==> config.mk <==
export PLATFORM = sky130hd
export DESIGN_NAME = s1_detector_jogada
export DESIGN_NICKNAME = d
export VERILOG_FILES = /design/src/rtl/s1_detector_jogada.sv
export SDC_FILE = /design/constraint.sdc
export NUM_CORES = 1
export LEC_CHECK = 0
export BUFFER_PORTS_ARGS = -buffer_cell sky130_fd_sc_hd__buf_2
export CAP_MARGIN = 15
export CORE_MARGIN = 3
export CORE_UTILIZATION = 40
export DETAILED_ROUTE_END_ITERATION = 10
export SLEW_MARGIN = 20
export SYNTH_ARGS = -nofsm -noshare
export SYNTH_HDL_FRONTEND = slang
export SYNTH_SLANG_ARGS = --single-unit
==> constraint.sdc <==
create_clock -name clock -period 3.15 [get_ports clock]
set_input_delay 0.63 -clock clock [delete_from_list [all_inputs] [get_ports clock]]
set_output_delay 0.63 -clock clock [all_outputs]
set_load 0.02 [all_outputs]
==> src/rtl/s1_detector_jogada.sv <==
// Debounced play detector: synchronizes raw buttons, filters press and
// release, and emits a single jogada pulse per accepted press.
module s1_detector_jogada #(
  parameter int DEBOUNCE_CYCLES = 50000
) (
  input  logic       clock,
  input  logic       reset,
  input  logic [3:0] botoes,
  input  logic       habilita,
  output logic       jogada,
  output logic [3:0] botoes_reg,
  output logic       multiplo,
  output logic [2:0] db_estado
);

  localparam int CW = $clog2(DEBOUNCE_CYCLES);
  localparam logic [CW-1:0] CMAX = CW'(DEBOUNCE_CYCLES - 1);

  typedef enum logic [2:0] {
    OCIOSO         = 3'd0,
    FILTRANDO      = 3'd1,
    CONFIRMADO     = 3'd2,
    AGUARDA_SOLTAR = 3'd3,
    FILTRA_SOLTAR  = 3'd4
  } estado_t;

  estado_t       estado;
  logic [3:0]    sync1;
  logic [3:0]    s;
  logic [3:0]    amostra;
  logic [CW-1:0] contador;

  always_ff @(posedge clock) begin
    if (reset) begin
      sync1 <= '0;
      s     <= '0;
    end else begin
      sync1 <= botoes;
      s     <= sync1;
    end
  end

  // jogada is set on the edge entering CONFIRMADO, so it is high
  // exactly while the FSM sits in that state.
  always_ff @(posedge clock) begin
    if (reset) begin
      estado     <= OCIOSO;
      amostra    <= '0;
      contador   <= '0;
      jogada     <= 1'b0;
      botoes_reg <= '0;
      multiplo   <= 1'b0;
    end else begin
      jogada <= 1'b0;
      unique case (estado)
        OCIOSO: begin
          if (habilita && s != '0) begin
            amostra  <= s;
            contador <= '0;
            estado   <= FILTRANDO;
          end
        end
        FILTRANDO: begin
          if (!habilita || s == '0) begin
            estado <= OCIOSO;
          end else if (s != amostra) begin
            amostra  <= s;
            contador <= '0;
          end else if (contador == CMAX) begin
            estado <= CONFIRMADO;
            jogada <= 1'b1;
          end else begin
            contador <= contador + CW'(1);
          end
        end
        CONFIRMADO: begin
          estado     <= AGUARDA_SOLTAR;
          botoes_reg <= amostra;
          multiplo   <= ($countones(amostra) > 1);
        end
        AGUARDA_SOLTAR: begin
          if (s == '0) begin
            contador <= '0;
            estado   <= FILTRA_SOLTAR;
          end
        end
        FILTRA_SOLTAR: begin
          if (s != '0) begin
            estado <= AGUARDA_SOLTAR;
          end else if (contador == CMAX) begin
            estado <= OCIOSO;
          end else begin
            contador <= contador + CW'(1);
          end
        end
        default: estado <= OCIOSO;
      endcase
    end
  end

  assign db_estado = estado;

endmodule
==> results of run 1 <==
report_power, final:
part | switching [W] | internal, W
registers | 0.0000297 | 0.000482
clock network | 0.000181 | 0.000156
logic | 0.0000783 | 0.0000639
path summary, 6_finish.rpt:
check        startpoint          end  slack (ps)  depth (start not counted)
max                s[1]  contador[3]        1070                          5
min            sync1[2]         s[2]         440                          1
max reg2reg        s[1]  contador[3]        1070                          5
min reg2reg    sync1[2]         s[2]         440                          1
metrics by stage:
| stage | cells | utilization | total power, W | worst slack [ps] | hold WS (ps) |
|---|---|---|---|---|---|
| floorplan | 193 | - | 0.000646 | 1270 | 414 |
| global placement | 249 | 0.437 | 0.000667 | 934 | 415 |
| detailed placement | 249 | 0.437 | 0.000666 | 913 | 427 |
| CTS | 257 | 0.456 | 0.00100 | 1100 | 446 |
| global route | 257 | 0.456 | 0.00103 | 865 | 455 |
| finish | 257 | 0.456 | 0.000990 | 1070 | 440 |
cells by family after synthesis:
logic type / share of synthesized area
AOI/OAI and AO/OA: 0.158
xor gates and xnor gates: 0.0613
adders and majority gates: 0.0175
buffers and inverters: 0.0606
DFF: 0.399
muxes: 0.0620
and+or+nand+nor: 0.242
cells in the mapped netlist (4+ instances only):
cell type | number | area share
xor2_1 | 9 | 0.042
inv_1 | 9 | 0.018
nand2_1 | 4 | 0.0081
a31oi_1 | 4 | 0.013
and3_1 | 5 | 0.017
nor2b_1 | 8 | 0.027
mux2i_1 | 10 | 0.054
nand4_1 | 4 | 0.013
o2111ai_1 | 6 | 0.028
a21oi_1 | 6 | 0.016
nor2_1 | 21 | 0.042
xnor2_1 | 4 | 0.019
o211ai_1 | 4 | 0.016
clkbuf_1 | 4 | 0.0081
dfxtp_1 | 37 | 0.40
per-layer routing:
layer	global-route usage	share of wire	routed length, um
met1	0.183	0.48	1710
met2	0.219	0.45	1610
met3	0.0419	0.050	177
met4	0.0584	0.018	63
met5	0	0	0
area by class of cell:
class | count | area [sq um] | share of cell area
multi-input cells | 135 | 1000 | 0.499
flip-flops and latches | 37 | 741 | 0.368
repair buffers | 16 | 82.6 | 0.0410
clock buffers | 6 | 72.6 | 0.0360
well taps | 52 | 65.1 | 0.0323
inverters | 9 | 33.8 | 0.0168
clock inverters | 2 | 15.0 | 0.00745
worst reg2reg max path: stages, from the launching register on:
cell and delay, ps:
dfxtp_1 480, o41ai_4 150, nor3_4 640, or2_1 350, a21oi_1 120, a311oi_2 240
==> Flow_metrics.wiki, run 1 <==
{| class="wikitable"
! Metric !! Value
|-
| Clock insertion delay at the later pin of the skew report || 300 ps
|-
| Post-route DRC violation count || 0
|-
| Relative slew slack || 0.459
|-
| Static Leakage || 0.726 nW
|-
| Remaining Overflow, GRT || 0
|-
| Total half-perimeter wirelength after legalization and detailed placement || roughly 2400 um
|-
| First-pass GRT wire length || a little over 6000 um
|-
| Outcome || finished, final reports clean
|-
| Bufs and invs on worst path || 0
|-
| Final count of pins violating max slew || 0
|-
| Gate family responsible for the most delay along the worst path || simple AND/OR/NAND/NOR gates
|-
| Placeable core region || 4410 sq um
|-
| Wire length per cell after detailed routing || between 10 and 15 um
|-
| Final nets || about 210
|-
| Clock Sink Count || 37
|-
| Mapped Nets || around 200
|-
| Arrival time at the worst endpoint || ~2300 ps
|-
| Cell at the slowest stage of the critical path || nor3_4
|-
| Filler cell count in the final layout || 434
|-
| Primary FF master, synth || dfxtp_1
|-
| DRT antenna net count || 0
|-
| Post-synth EDFFs || 0
|-
| F_max || 481 MHz
|-
| Vias per Instance || between 5 and 6
|-
| Deepest clock path buffer count || 2
|-
| Max stage delay on crit path || between 600 and 700 ps
|-
| I/O pins || 16
|-
| Power per unit of standard cell area || slightly below 500 nW/um^2
|-
| Clock tree from TritonCTS || built
|-
| Post-synthesis async set-or-reset flop share || 0
|-
| Max reg flops || 16
|-
| Average cell area after synthesis || ~9.6 sq um
|-
| Sequential area share after synthesis || 0.399
|-
| First-pass detailed-route iteration total || 4
|-
| Syn Inst Count || 193
|-
| Final weighted congestion in routability-driven placement || roughly 0.75
|-
| Layout Area Growth over Synthesis || 8.42%
|-
| Worst Path Max Fanout || 19
|-
| I/O Buffers || 15
|-
| Quantity of hold-fixing buffers added after cts || 0
|-
| Worst EP required || about 3400 ps
|-
| Number of resized instances in the post-cts repair step || 0
|-
| Crit-path cells || o41ai_4, nor3_4, or2_1, a21oi_1, a311oi_2
|-
| Post CTS Setup Buffer Count || 0
|-
| Number of global-route vias before repair || roughly 1300
|-
| VDD IR max || around 0.33 mV
|-
| Synthesis warning total || 0
|-
| TritonCTS Buffers || 5
|-
| Flop and latch count out of synthesis || 37
|-
| Final cycle utilization of the critical path || 0.660
|-
| Initial antenna violation count || 0
|-
| Number of antenna repair diodes || 0
|-
| Transition time of the tightest slew-check pin || 808 ps
|-
| Maximum number of pins on one net before global-route repair || 28
|-
| Final Critical Period || 2080 ps
|-
| Area of the die || 5500 sq um
|-
| Die W || 74.2 um
|-
| Crit Path Class || reg2reg
|-
| Number of violations of the max-capacitance limit || 0
|-
| Number of different library cells in the post-synthesis netlist || 52
|-
| Leading cell types in the layout, fill and taps excluded || dfxtp_1 (37), nor2_1 (21), buf_2 (15)
|-
| Fin Setup TNS || 0 ps
|-
| CTS HTree Levels || 2
|-
| Setup repair after global routing missed its margin || false
|-
| Post-synthesis instance area || between 1500 and 2000 sq um
|-
| Total Wirelength || 3560 um
|-
| Chip height || roughly 74 um
|-
| Root Driver || clkbuf_8
|-
| Startpoint types || flip-flop
|-
| CTS clock-pin slew for the worst setup and hold paths || about 80 ps
|-
| # rows || 24
|-
| Detailed Route Iter0 Violations || 110
|-
| Largest clock skew in the final design || ~11 ps
|-
| Most common library cell in the layout ignoring fill and taps || dfxtp_1
|-
| Final Cell Area || between 2000 and 2500 sq um
|-
| Overall track demand over capacity in global routing || 0.141
|-
| Initial Utilization || 0.421
|-
| Register name with the most flops || contador
|-
| Count of endpoints failing setup in the final report || 0
|-
| Share of final-layout standard cells stronger than drive strength 1 || 0.180
|-
| Vias after detailed routing || 1405
|-
| Post-place instance area || a little under 2000 sq um
|-
| Number of endpoints with negative hold slack in the final report || 0
|-
| Classification of the worst-slack hold path || reg2reg
|-
| Worst Setup End Kind || flip-flop
|}
(Power assumes the default switching activity.)
==> inputs of run 2 (changes only) <==
==> constraint.sdc (replaced) <==
create_clock -name clock -period 2 [get_ports clock]
set_input_delay 0.4 -clock clock [delete_from_list [all_inputs] [get_ports clock]]
set_output_delay 0.4 -clock clock [all_outputs]
set_load 0.02 [all_outputs]
==> run 2 against run 1 <==
Critical path depth is the same. Largest cell class unchanged. Power up 76%. Via count rose by 0.21%. Final cell count grew 3.9%. Design area up 5.8%. Critical endpoint is now db_estado[1]. Core utilization rose by 2.6 points. Global-route usage grew 0.54 points. First-iteration DRC count shrank 37%. Clock skew is 4.7 ps lower. Flip-flop and latch count stayed put. Worst hold slack lost 130 ps. Register-to-register slack worse by 920 ps.
==> Flow_metrics.wiki, run 2 (synthesis gave the netlist of run 1 again) <==
{| class="wikitable"
! Metric !! Value
|-
| Outcome || finished, final reports clean
|-
| Fin Setup TNS || 0 ps
|-
| Final nets || roughly 220
|-
| Final weighted congestion in routability-driven placement || roughly 0.78
|-
| Final cycle utilization of the critical path || 0.927
|-
| Part of the power in the clock network || 0.387
|-
| Relative slew slack || 0.688
|-
| Largest clock skew in the final design || 6.35 ps
|-
| Total Wirelength || 3660 um
|-
| Clock Sink Count || 37
|-
| CTS clock-pin slew for the worst setup and hold paths || roughly 70 ps
|-
| Max reg flops || 16
|-
| DRT antenna net count || 0
|-
| Remaining Overflow, GRT || 0
|-
| Net switching power || 0.000448 W
|-
| VDD IR max || 0.549 mV
|-
| Register name with the most flops || contador
|-
| Switching fraction of total power || 0.257
|-
| Chip height || ~74 um
|-
| I/O Buffers || 15
|-
| Worst Setup End Kind || flip-flop
|-
| Setup repair after global routing missed its margin || false
|-
| Number of global-route vias before repair || ~1300
|-
| I/O pins || 16
|-
| Crit Path Class || reg2reg
|-
| Overall track demand over capacity in global routing || 0.147
|-
| Transition time of the tightest slew-check pin || around 470 ps
|-
| Maximum number of pins on one net before global-route repair || 24
|-
| Quantity of hold-fixing buffers added after cts || 0
|-
| Detailed Route Iter0 Violations || 69
|-
| Area of the die || about 5500 sq um
|-
| Final count of pins violating max slew || 0
|-
| Number of violations of the max-capacitance limit || 0
|-
| Vias after detailed routing || ~1400
|-
| Portion of total power attributed to sequential cells || 0.455
|-
| Count of endpoints failing setup in the final report || 0
|-
| Arrival time at the worst endpoint || just over 2000 ps
|-
| Share of final-layout standard cells stronger than drive strength 1 || 0.219
|-
| Clock insertion delay at the later pin of the skew report || 290 ps
|-
| Part of the power in combinational logic || 0.158
|-
| Most common library cell in the layout ignoring fill and taps || dfxtp_1
|-
| CTS HTree Levels || 2
|-
| Classification of the worst-slack hold path || in2reg
|-
| Number of endpoints with negative hold slack in the final report || 0
|-
| First-pass GRT wire length || roughly 6100 um
|-
| Deepest clock path buffer count || 2
|-
| Total half-perimeter wirelength after legalization and detailed placement || approximately 2600 um
|-
| Worst EP required || 2180 ps
|-
| First-pass detailed-route iteration total || 4
|-
| Leading cell types in the layout, fill and taps excluded || dfxtp_1 (37), nor2_1 (21), buf_2 (15)
|-
| Final standard cell utilization of the core || 0.483
|-
| Die W || approximately 74 um
|-
| TritonCTS Buffers || 5
|-
| Layout Area Growth over Synthesis || 14.7%
|-
| Final Critical Period || ~1900 ps
|-
| Startpoint types || flip-flop
|-
| Initial antenna violation count || 0
|-
| Root Driver || clkbuf_8
|-
| Initial Utilization || 0.421
|-
| Post CTS Setup Buffer Count || 0
|-
| Wire length per cell after detailed routing || 13.7 um
|-
| F_max || approximately 540 MHz
|-
| Post-route DRC violation count || 0
|-
| Clock tree from TritonCTS || built
|-
| Power per unit of standard cell area || between 800 and 900 nW/um^2
|-
| Static Leakage || 0.802 nW
|-
| Vias per Instance || approximately 5.3
|-
| Number of resized instances in the post-cts repair step || 0
|-
| # rows || 24
|-
| Int Power || around 0.0013 W
|-
| Number of antenna repair diodes || 0
|-
| Placeable core region || between 4000 and 5000 sq um
|-
| Worst Path Max Fanout || 5
|}
run 2: through the flow:
step	area, sq um	worst slack, ps	total power, W	std cells	hold slack, ps
3_3_place_gp	1990	177	0.00108	257	421
5_1_grt	2130	22.7	0.00183	267	316
4_1_cts	2100	145	0.00175	265	307
2_1_floorplan	1860	208	0.00102	193	414
6_report	2130	145	0.00174	267	314
3_5_place_dp	1990	154	0.00108	257	427
run 2: area by class of cell:
type / count / area [sq um]
multi-input cells: 135 / 1000
clock buffers: 7 / 86.3
repair buffers: 26 / 170
fillers: 412 / 2280
flip-flops and latches: 37 / 741
well taps: 52 / 65.1
inverters: 9 / 33.8
clock inverters: 1 / 30.0
run 2: path summary, 6_finish.rpt:
kind,startpoint,end,slack [ps],cells after the start
max,s[3],db_estado[1],150,5
min,botoes[3],sync1[3],310,2
max reg2reg,s[3],db_estado[1],150,5
min reg2reg,sync1[1],s[1],440,1
run 2: routing by layer:
layer / vias to the layer above / track usage / routed length, um
met2: 21 / 0.222 / 1600
met4: 0 / 0.0604 / 51
met5: - / 0 / 0
met1: 648 / 0.194 / 1870
li1: 734 / - / -
met3: 5 / 0.0446 / 131
run 2: worst max-delay path, cell delays in order, from the launching register on:
cell and delay (ps):
dfxtp_1 370, o41ai_4 500, nor3b_1 230, a31oi_1 70
o221ai_2 240, mux2_4 320
run 2: power groups by stage:
| stage | Combinational, W | Clock, W | Sequential [W] |
|---|---|---|---|
| 3_3_place_gp | 0.000266 | 0 | 0.000810 |
| 5_1_grt | 0.000302 | 0.000726 | 0.000797 |
| 2_1_floorplan | 0.000210 | 0 | 0.000806 |
| 3_5_place_dp | 0.000267 | 0 | 0.000811 |
| 4_1_cts | 0.000267 | 0.000694 | 0.000794 |
| 6_report | 0.000275 | 0.000675 | 0.000794 |
